## src/rtl/bcd_add_sequencer_if.sv

```systemverilog
`default_nettype none
// +----------------------------------------------------------------------------+
// | bcd_add_sequencer_if : command/result bundle for bcd_add_sequencer          |
// | Optional subtract select is present only with BCD_SEQ_SUB_EN.               |
// | Rev 1.0                                                                     |
// +----------------------------------------------------------------------------+
interface bcd_add_sequencer_if #(
    parameter int DIGITS = 8
);
    logic                  start;
    logic [4*DIGITS-1:0]   a;
    logic [4*DIGITS-1:0]   b;
    logic                  ready;
    logic                  done;
    logic [4*DIGITS-1:0]   sum;
    logic                  carry_out;
    logic                  invalid;
`ifdef BCD_SEQ_SUB_EN
    logic                  sub;

    modport master (output start, a, b, sub, input ready, done, sum, carry_out, invalid);
    modport slave  (input  start, a, b, sub, output ready, done, sum, carry_out, invalid);
`else
    modport master (output start, a, b, input ready, done, sum, carry_out, invalid);
    modport slave  (input  start, a, b, output ready, done, sum, carry_out, invalid);
`endif
endinterface
`default_nettype wire

```

## src/rtl/bcd_add_sequencer.sv

```systemverilog
`default_nettype none
// +----------------------------------------------------------------------------+
// | bcd_add_sequencer : DIGITS-digit packed-BCD adder built from one byte stage |
// | stepped LSB first; BCD_SEQ_SUB_EN adds nines-complement subtraction.        |
// | Rev 1.0                                                                     |
// +----------------------------------------------------------------------------+
module bcd_add_sequencer #(
    parameter int DIGITS = 8
) (
    input  logic               clk,
    input  logic               rst_n,
    bcd_add_sequencer_if.slave bus
);
    localparam int c_W      = 4 * DIGITS;
    localparam int c_STEPS  = DIGITS / 2;
    localparam int c_STEP_W = (c_STEPS > 1) ? $clog2(c_STEPS) : 1;
    localparam logic [c_STEP_W-1:0] c_LAST_STEP = c_STEP_W'(c_STEPS - 1);

    typedef enum logic [1:0] {
        S_IDLE = 2'd0,
        S_RUN  = 2'd1,
        S_DONE = 2'd2
    } state_t;

    state_t                r_state;
    state_t                w_state_nxt;
    logic                  w_accept;
    logic                  w_last;

    logic [c_W-1:0]        r_a;
    logic [c_W-1:0]        r_b;
    logic [c_W-1:0]        r_acc;
    logic [c_STEP_W-1:0]   r_step;
    logic                  r_carry;
    logic                  r_inv;
    logic [c_W-1:0]        r_sum;
    logic                  r_carry_out;
    logic                  r_invalid;

    logic                  w_sub_mode;
    logic                  w_init_carry;
    logic [3:0]            w_b0;
    logic [3:0]            w_b1;
    logic [4:0]            w_lo;
    logic [4:0]            w_hi;
    logic [7:0]            w_byte;
    logic [c_W-1:0]        w_acc_nxt;

    // Returns {carry, digit}; digits above 9 still follow the same rule.
    function automatic logic [4:0] digit_add(input logic [3:0] x, input logic [3:0] y,
                                             input logic c);
        logic [4:0] s;
        logic [4:0] t;
        s = {1'b0, x} + {1'b0, y} + {4'b0, c};
        t = s + 5'd6;
        if (s > 5'd9) digit_add = {1'b1, t[3:0]};
        else          digit_add = {1'b0, s[3:0]};
    endfunction

    function automatic logic has_bad_digit(input logic [c_W-1:0] x);
        logic r;
        r = 1'b0;
        for (int i = 0; i < DIGITS; i++) begin
            if (x[4*i +: 4] > 4'd9) r = 1'b1;
        end
        return r;
    endfunction

`ifdef BCD_SEQ_SUB_EN
    logic r_sub;
    assign w_sub_mode   = r_sub;
    assign w_init_carry = bus.sub;
`else
    assign w_sub_mode   = 1'b0;
    assign w_init_carry = 1'b0;
`endif

    always_ff @(posedge clk or negedge rst_n) begin
        if (!rst_n) r_state <= S_IDLE;
        else        r_state <= w_state_nxt;
    end

    always_comb begin
        w_state_nxt = r_state;
        w_accept    = 1'b0;
        w_last      = 1'b0;
        case (r_state)
            S_IDLE: begin
                if (bus.start) begin
                    w_accept    = 1'b1;
                    w_state_nxt = S_RUN;
                end
            end
            S_RUN: begin
                if (r_step == c_LAST_STEP) begin
                    w_last      = 1'b1;
                    w_state_nxt = S_DONE;
                end
            end
            S_DONE:  w_state_nxt = S_IDLE;
            default: w_state_nxt = S_IDLE;
        endcase
    end

    // Operands shift right each step so the stage always sees byte 0.
    assign w_b0   = w_sub_mode ? (4'd9 - r_b[3:0]) : r_b[3:0];
    assign w_b1   = w_sub_mode ? (4'd9 - r_b[7:4]) : r_b[7:4];
    assign w_lo   = digit_add(r_a[3:0], w_b0, r_carry);
    assign w_hi   = digit_add(r_a[7:4], w_b1, w_lo[4]);
    assign w_byte = {w_hi[3:0], w_lo[3:0]};

    generate
        if (DIGITS > 2) begin : g_multi_byte
            assign w_acc_nxt = {w_byte, r_acc[c_W-1:8]};
        end else begin : g_single_byte
            assign w_acc_nxt = w_byte;
        end
    endgenerate

    always_ff @(posedge clk or negedge rst_n) begin
        if (!rst_n) begin
            r_a         <= '0;
            r_b         <= '0;
            r_acc       <= '0;
            r_step      <= '0;
            r_carry     <= 1'b0;
            r_inv       <= 1'b0;
            r_sum       <= '0;
            r_carry_out <= 1'b0;
            r_invalid   <= 1'b0;
`ifdef BCD_SEQ_SUB_EN
            r_sub       <= 1'b0;
`endif
        end else if (w_accept) begin
            r_a     <= bus.a;
            r_b     <= bus.b;
            r_acc   <= '0;
            r_step  <= '0;
            r_carry <= w_init_carry;
            r_inv   <= has_bad_digit(bus.a) | has_bad_digit(bus.b);
`ifdef BCD_SEQ_SUB_EN
            r_sub   <= bus.sub;
`endif
        end else if (r_state == S_RUN) begin
            r_a     <= r_a >> 8;
            r_b     <= r_b >> 8;
            r_acc   <= w_acc_nxt;
            r_carry <= w_hi[4];
            r_step  <= r_step + c_STEP_W'(1);
            if (w_last) begin
                r_sum       <= w_acc_nxt;
                r_carry_out <= w_hi[4];
                r_invalid   <= r_inv;
            end
        end
    end

    assign bus.ready     = (r_state == S_IDLE);
    assign bus.done      = (r_state == S_DONE);
    assign bus.sum       = r_sum;
    assign bus.carry_out = r_carry_out;
    assign bus.invalid   = r_invalid;

endmodule
`default_nettype wire

```

## src/flat_wrapper.sv

```systemverilog
// flat-port wrapper written by rule: the top's interface ports become plain ports
module bcd_add_sequencer_flat 
#(
    parameter int DIGITS = 8
)
  (clk, rst_n, bus_start, bus_a, bus_b, bus_ready, bus_done, bus_sum, bus_carry_out, bus_invalid);
  bcd_add_sequencer_if #(.DIGITS(DIGITS)) bus_i ();
  input  logic clk;
  input  logic rst_n;
  input wire logic [$bits(bus_i.start)-1:0] bus_start;
  input wire logic [$bits(bus_i.a)-1:0] bus_a;
  input wire logic [$bits(bus_i.b)-1:0] bus_b;
  output wire logic [$bits(bus_i.ready)-1:0] bus_ready;
  output wire logic [$bits(bus_i.done)-1:0] bus_done;
  output wire logic [$bits(bus_i.sum)-1:0] bus_sum;
  output wire logic [$bits(bus_i.carry_out)-1:0] bus_carry_out;
  output wire logic [$bits(bus_i.invalid)-1:0] bus_invalid;
  assign bus_i.start = bus_start;
  assign bus_i.a = bus_a;
  assign bus_i.b = bus_b;
  assign bus_ready = bus_i.ready;
  assign bus_done = bus_i.done;
  assign bus_sum = bus_i.sum;
  assign bus_carry_out = bus_i.carry_out;
  assign bus_invalid = bus_i.invalid;
  bcd_add_sequencer #(.DIGITS(DIGITS)) u_core (.clk(clk), .rst_n(rst_n), .bus(bus_i));
endmodule
```

## config.mk

```make
export PLATFORM = sky130hd
export DESIGN_NAME = bcd_add_sequencer_flat
export DESIGN_NICKNAME = d
export VERILOG_FILES = /design/src/rtl/bcd_add_sequencer_if.sv /design/src/rtl/bcd_add_sequencer.sv /design/src/flat_wrapper.sv
export SDC_FILE = /design/constraint.sdc
export NUM_CORES = 1
export LEC_CHECK = 0
export CORE_MARGIN = 8
export CORE_UTILIZATION = 45
export DETAILED_ROUTE_END_ITERATION = 16
export PLACE_DENSITY = 0.66
export SLEW_MARGIN = 25
export SYNTH_ARGS = -nofsm -noshare
export SYNTH_HDL_FRONTEND = slang
export SYNTH_SLANG_ARGS = --single-unit
```

## constraint.sdc

```tcl
create_clock -name clk -period 10 [get_ports clk]
set_clock_uncertainty 0.2 [all_clocks]
set_input_delay 2 -clock clk [delete_from_list [all_inputs] [get_ports clk]]
set_output_delay 2 -clock clk [all_outputs]
set_load 0.05 [all_outputs]
```

Word-level counts from Yosys, hierarchy flattened
Cells that the tools add are included.

operators by class
  add/subtract/negate cells = 7
  order comparisons = 18
  eq/ne operators = 5
  muxes and demuxes = 37
  bitwise logic cells = 2
  reductions and logical operators = 4

operators by type and width
  kind                   count
  $mux W32               6
  $gt A4 B4 Y1 const B   16
  $mux W1                24
  $add A4 B4 Y5          2
  $add A5 B1 Y5          2
  $gt A5 B4 Y1 const B   2
  $mux W5                2
  $add A4 B3 Y4 const B  2
  $mux W2                4
  $eq A2 B2 Y1 const B   2
  $pmux W2 S2            1
  $reduce_and A3 Y1      1
  $add A2 B1 Y2 const B  1
  $eq A2 B1 Y1 const B   1
  $logic_not A2 Y1       1
  $ne A2 B1 Y1 const B   1
  $ne A2 B2 Y1 const B   1
  $reduce_and A2 Y1      1
  $reduce_bool A2 Y1     1
  $not A1 Y1             1
  $or A1 B1 Y1           1

word-level totals
  flip-flop bits (word level) = 136
  bits of input ports = 67
  output and inout port bits = 36
  logic and storage cells = 83

Logic depth before layout (Yosys ltp)
  word-level depth = 11
  mapped depth = 16

Worst setup path before layout
OpenSTA, ideal clock, no wires.

  path type = register to register
  start = register u_core.r_carry
  end = register u_core.r_acc[30]
  data arrival time = 4198 ps
  setup slack = 5477 ps
  stages on the path, launching flop included = 16
  clock period less this slack = 4523 ps
  cells stage by stage = dfrtp_1 > fa_1 > fa_1 > xnor2_1 > ha_1 > a21boi_0 > o41ai_4 > inv_1 > fa_1 > inv_1 > fa_1 > xnor2_1 > ha_1 > a22o_1 > o31a_1 > a221o_1

between the ends
  cells in the longest elaborated chain, start to end = 8
  elaborated cells on any way between the ends = 9
  those cells by class = 3 x add/sub; 2 x order compare; 4 x mux

RTL lines
  element                                        line                                              text
  start: declaration                             bcd_add_sequencer.sv:34                           logic r_carry;
  start signal: assignment                       bcd_add_sequencer.sv:139                          r_carry <= w_init_carry;
  start signal: assignment                       bcd_add_sequencer.sv:148                          r_carry <= w_hi[4];
  $add A5 B1 Y5 *                                bcd_add_sequencer.sv:54                           s = {1'b0, x} + {1'b0, y} + {4'b0, c};
  $gt A5 B4 Y1 *                                 bcd_add_sequencer.sv:56                           if (s > 5'd9) digit_add = {1'b1, t[3:0]};
  $mux W5 *                                      bcd_add_sequencer.sv:56
  $add A5 B1 Y5 *                                bcd_add_sequencer.sv:54
  $add A4 B3 Y4 or $gt A5 B4 Y1 (tied branches)  bcd_add_sequencer.sv:55, bcd_add_sequencer.sv:56
  $mux W5 *                                      bcd_add_sequencer.sv:56
  $mux W32 *                                     bcd_add_sequencer.sv:144                          end else if (r_state == S_RUN) begin
  $mux W32 *                                     bcd_add_sequencer.sv:134                          end else if (w_accept) begin
  end signal: assignment                         bcd_add_sequencer.sv:147                          r_acc <= w_acc_nxt;
  end: declaration                               bcd_add_sequencer.sv:32                           logic [c_W-1:0] r_acc;

Mark *: on every way between the ends. The rest lies on a longest branch, timed or not. The select of a mux whose other input is x is not followed.
A chain may end at the register's enable or synchronous reset.

Final worst setup path
  start = register u_core.r_carry
  end = register u_core.r_sum[30], in the netlist u_core.bus.sum[30]

between the ends
  cells in the longest elaborated chain, start to end = 6
  elaborated cells on any way between the ends = 7
  those cells by class = 3 x add/sub; 2 x order compare; 2 x mux

RTL lines
  element                                        line                                              text
  $add A5 B1 Y5 *                                bcd_add_sequencer.sv:54
  $gt A5 B4 Y1 *                                 bcd_add_sequencer.sv:56
  $mux W5 *                                      bcd_add_sequencer.sv:56
  $add A5 B1 Y5 *                                bcd_add_sequencer.sv:54
  $add A4 B3 Y4 or $gt A5 B4 Y1 (tied branches)  bcd_add_sequencer.sv:55, bcd_add_sequencer.sv:56
  $mux W5 *                                      bcd_add_sequencer.sv:56
  end signal: assignment                         bcd_add_sequencer.sv:151                          r_sum <= w_acc_nxt;
  end: declaration                               bcd_add_sequencer.sv:36                           logic [c_W-1:0] r_sum;

Mark *: on every way between the ends. The rest lies on a longest branch, timed or not.

==> impl_metrics.json <==
{
  "finalHoldViolCount": 0,
  "ctsHoldBuffers": 0,
  "synthesis.nets": 636,
  "holdPathStages": 2,
  "drv_slew": 0,
  "route.met3.wl_microns": 880,
  "fin_total_pwr_mw": 2.96,
  "dr_wl_met2_microns": 6880,
  "critPathMaxFanout": 7,
  "grt_pass1_vias": 4569,
  "post-synth-top-area-fraction_pct": 57.0,
  "ys_types": 42,
  "hold_path.class": "flop to flop",
  "n_antenna_cell": 0,
  "yosysTopAreaCell": "dfrtp_1",
  "synth_edf_count": 0,
  "r2r_cells": 16,
  "topRoutingLayerUsed": "met4",
  "die_area_sq_um": 16300,
  "slew_headroom_pct": 33.7,
  "tritoncts": "yes",
  "crit_slowest_cell": "fa_1",
  "worstPathRequired_ps": 10090,
  "ant_nets": 0,
  "cts.path.max_buffers": 2,
  "root_buffer": "clkbuf_16",
  "synth_warnings": 0,
  "drtIter0Drc": 447,
  "rows": 41,
  "dp_hpwl_microns": 10200,
  "clk_pin_slew_worst_paths_ps": 60,
  "post_cts_buffers": 0,
  "avgSynthCellArea_sq_um": 10.1,
  "cp-startpoint": "u_core.r_carry$_DFFE_PN0P_",
  "critPathLaunchType": "flop",
  "cts_buffers": 17,
  "gp_congestion": 0.902,
  "postPlaceCellArea_sq_um": 6750,
  "max_stage_delay_ps": 470,
  "firstDrtPassIters": 5,
  "critical_path_class": "flop to flop",
  "h-tree-depth": 4,
  "fin_setup_tns_ps": 0,
  "area_delta_synth_final_pct": 30.3,
  "synth_flop_cell": "dfrtp_1",
  "antenna_found_initial": 0,
  "reg2reg_from": "u_core.r_carry$_DFFE_PN0P_",
  "p_per_area_nw_per_um2": 404,
  "min_from": "u_core.r_b[19]$_DFFE_PN0P_",
  "leakagePower_nw": 3.32,
  "synthCells": 555,
  "ir_drop_uv": 198,
  "finalWirelength_microns": 14400,
  "post_drt_wl_per_cell_microns": 17.4,
  "die_w_microns": 128,
  "drt-vias-per-instance": 5.30,
  "fp.coreArea_sq_um": 12400,
  "final_common_cell": "nand2_1",
  "max_freq_mhz": 202,
  "fin_crit_ps": 4960,
  "syn_area_sq_um": 5620,
  "synthTopCellsByArea": "dfrtp_1, nand2_1, a22oi_1",
  "track_usage_pct": 18.8,
  "start_util_pct": 45.2,
  "synth-seq-area-share_pct": 57.0,
  "grt_overflow": 0,
  "final_cell_mix": "nand2_1, dfrtp_1, clkdlybuf4s50_1",
  "grt_pass1_wl_microns": 23900,
  "synth_seq_cells": 128,
  "grt_start_max_net_pins": 100,
  "tightest_slew_ps": 991,
  "final_area_sq_um": 7320,
  "clk_latency_ps": 420,
  "ios": 103,
  "wl_met1_microns": 6420,
  "cp.arrival_ps": 5050,
  "cts.sinks": 128,
  "fin_nets": 726,
  "via_count": 4402,
  "status": "finished clean",
  "ys_async_sr_fraction_pct": 100,
  "crit_top_cell": "fa_1",
  "setup_viol": 0,
  "drc_errors": 0,
  "die_y_microns": 128,
  "drive_gt1_share_pct": 6.84,
  "drv_cap": 0,
  "portBuffers": 102,
  "end_kind": "flop",
  "rsz0062_at_grt": "false",
  "finalCritPeriodShare_pct": 49.6,
  "crit_chain": "fa_1, fa_1, xnor2_1, ha_1, a21boi_0, o41ai_4, inv_1, fa_1, inv_1, fa_1, xnor2_1, ha_1, a22o_1, o31a_1, nor3_1, a221o_1",
  "cts_resized": 0
}
metal layers:
metal  global-route usage [%]  up-vias
met3                     5.78       17
li1                         -     2098
met4                     7.90        0
met2                     29.5      132
met5                        0        -
met1                     23.8     2155
where the power goes:
part / switching, mW / leakage (nW) / internal, mW
clock: 0.228 / 0.263 / 0.348
sequential: 0.145 / 1.63 / 0.755
combinational: 0.930 / 1.43 / 0.554
total: 1.30 / 3.32 / 1.66
cell usage after synthesis, types with 4 or more instances:
cell type and count:
nand3_1 7, ha_1 10, nor3_1 6, buf_1 9, nand4_1 4, a21oi_1 5, a221o_1 5, a22oi_1 44
dfrtp_1 128, nand2_1 170, mux2_1 26, o21ai_0 32, xnor2_1 4, fa_1 4, clkbuf_1 18, nor2_1 8
inv_1 7, buf_2 8, o21ai_1 33
final timing paths:
check / endpoint / slack, ps
min in group asynchronous: u_core.r_b[24]$_DFFE_PN0P_ / 1400
setup / recovery: u_core.bus.sum[30]$_DFFE_PN0P_ / 5040
setup reg to reg: u_core.bus.sum[30]$_DFFE_PN0P_ / 5040
max in group asynchronous: u_core.bus.carry_out$_DFFE_PN0P_ / 7060
hold reg to reg: u_core.r_b[19]$_DFFE_PN0P_ / 280
hold / removal: u_core.r_b[19]$_DFFE_PN0P_ / 280
layout make-up:
cell class / count / area, sq um
repair buffers: 106 / 1050
clock inverters: 12 / 110
inverters: 8 / 30.0
fillers: 1090 / 5090
flip-flops and latches: 128 / 3200
multi-input cells: 384 / 2260
well taps: 172 / 215
clock buffers: 20 / 447
worst max-delay path: cells and delay by family (launching register included):
family,cells,cell delay [ps]
XOR/XNOR,2,720
AND/OR/NAND/NOR,1,80
flip-flops,1,400
buffers and inverters,2,170
AO/OA/AOI/OAI,5,1260
adder cells (fa/ha/maj),6,1980
stage by stage:
| step | worst slack, ps | util, % | hold slack, ps | cells |
|---|---|---|---|---|
| final | 5040 | 59.0 | 280 | 830 |
| after global routing | 4610 | 59.0 | 293 | 830 |
| after CTS | 5050 | 58.9 | 277 | 830 |
| after detailed placement | 5090 | 54.4 | 263 | 798 |
| after global placement | 5330 | 54.4 | 260 | 798 |
| after floorplan | 5480 | - | 246 | 555 |
kinds of logic (layout without fill, tap and decap cells):
kind of cell,count (synthesis),in the layout,share of synthesized area [%]
adder cells (fa/ha/maj),14,14,3.65
XOR/XNOR,4,4,0.624
multiplexers,26,26,5.21
AO/OA/AOI/OAI,134,134,15.4
flip-flops,128,128,57.0
AND/OR/NAND/NOR,206,206,15.0
buffers and inverters,43,146,3.05
flip-flops by register name, summed over array words and instances, names as in the netlist:
signal and cells:
u_core.bus.carry_out 1, u_core.r_step 2, u_core.r_acc 24, u_core.bus.sum 32, u_core.r_carry 1, u_core.r_inv 1, u_core.r_b 32, u_core.bus.invalid 1
u_core.r_state 2, u_core.r_a 32
Power figures use the tool's default switching activity.
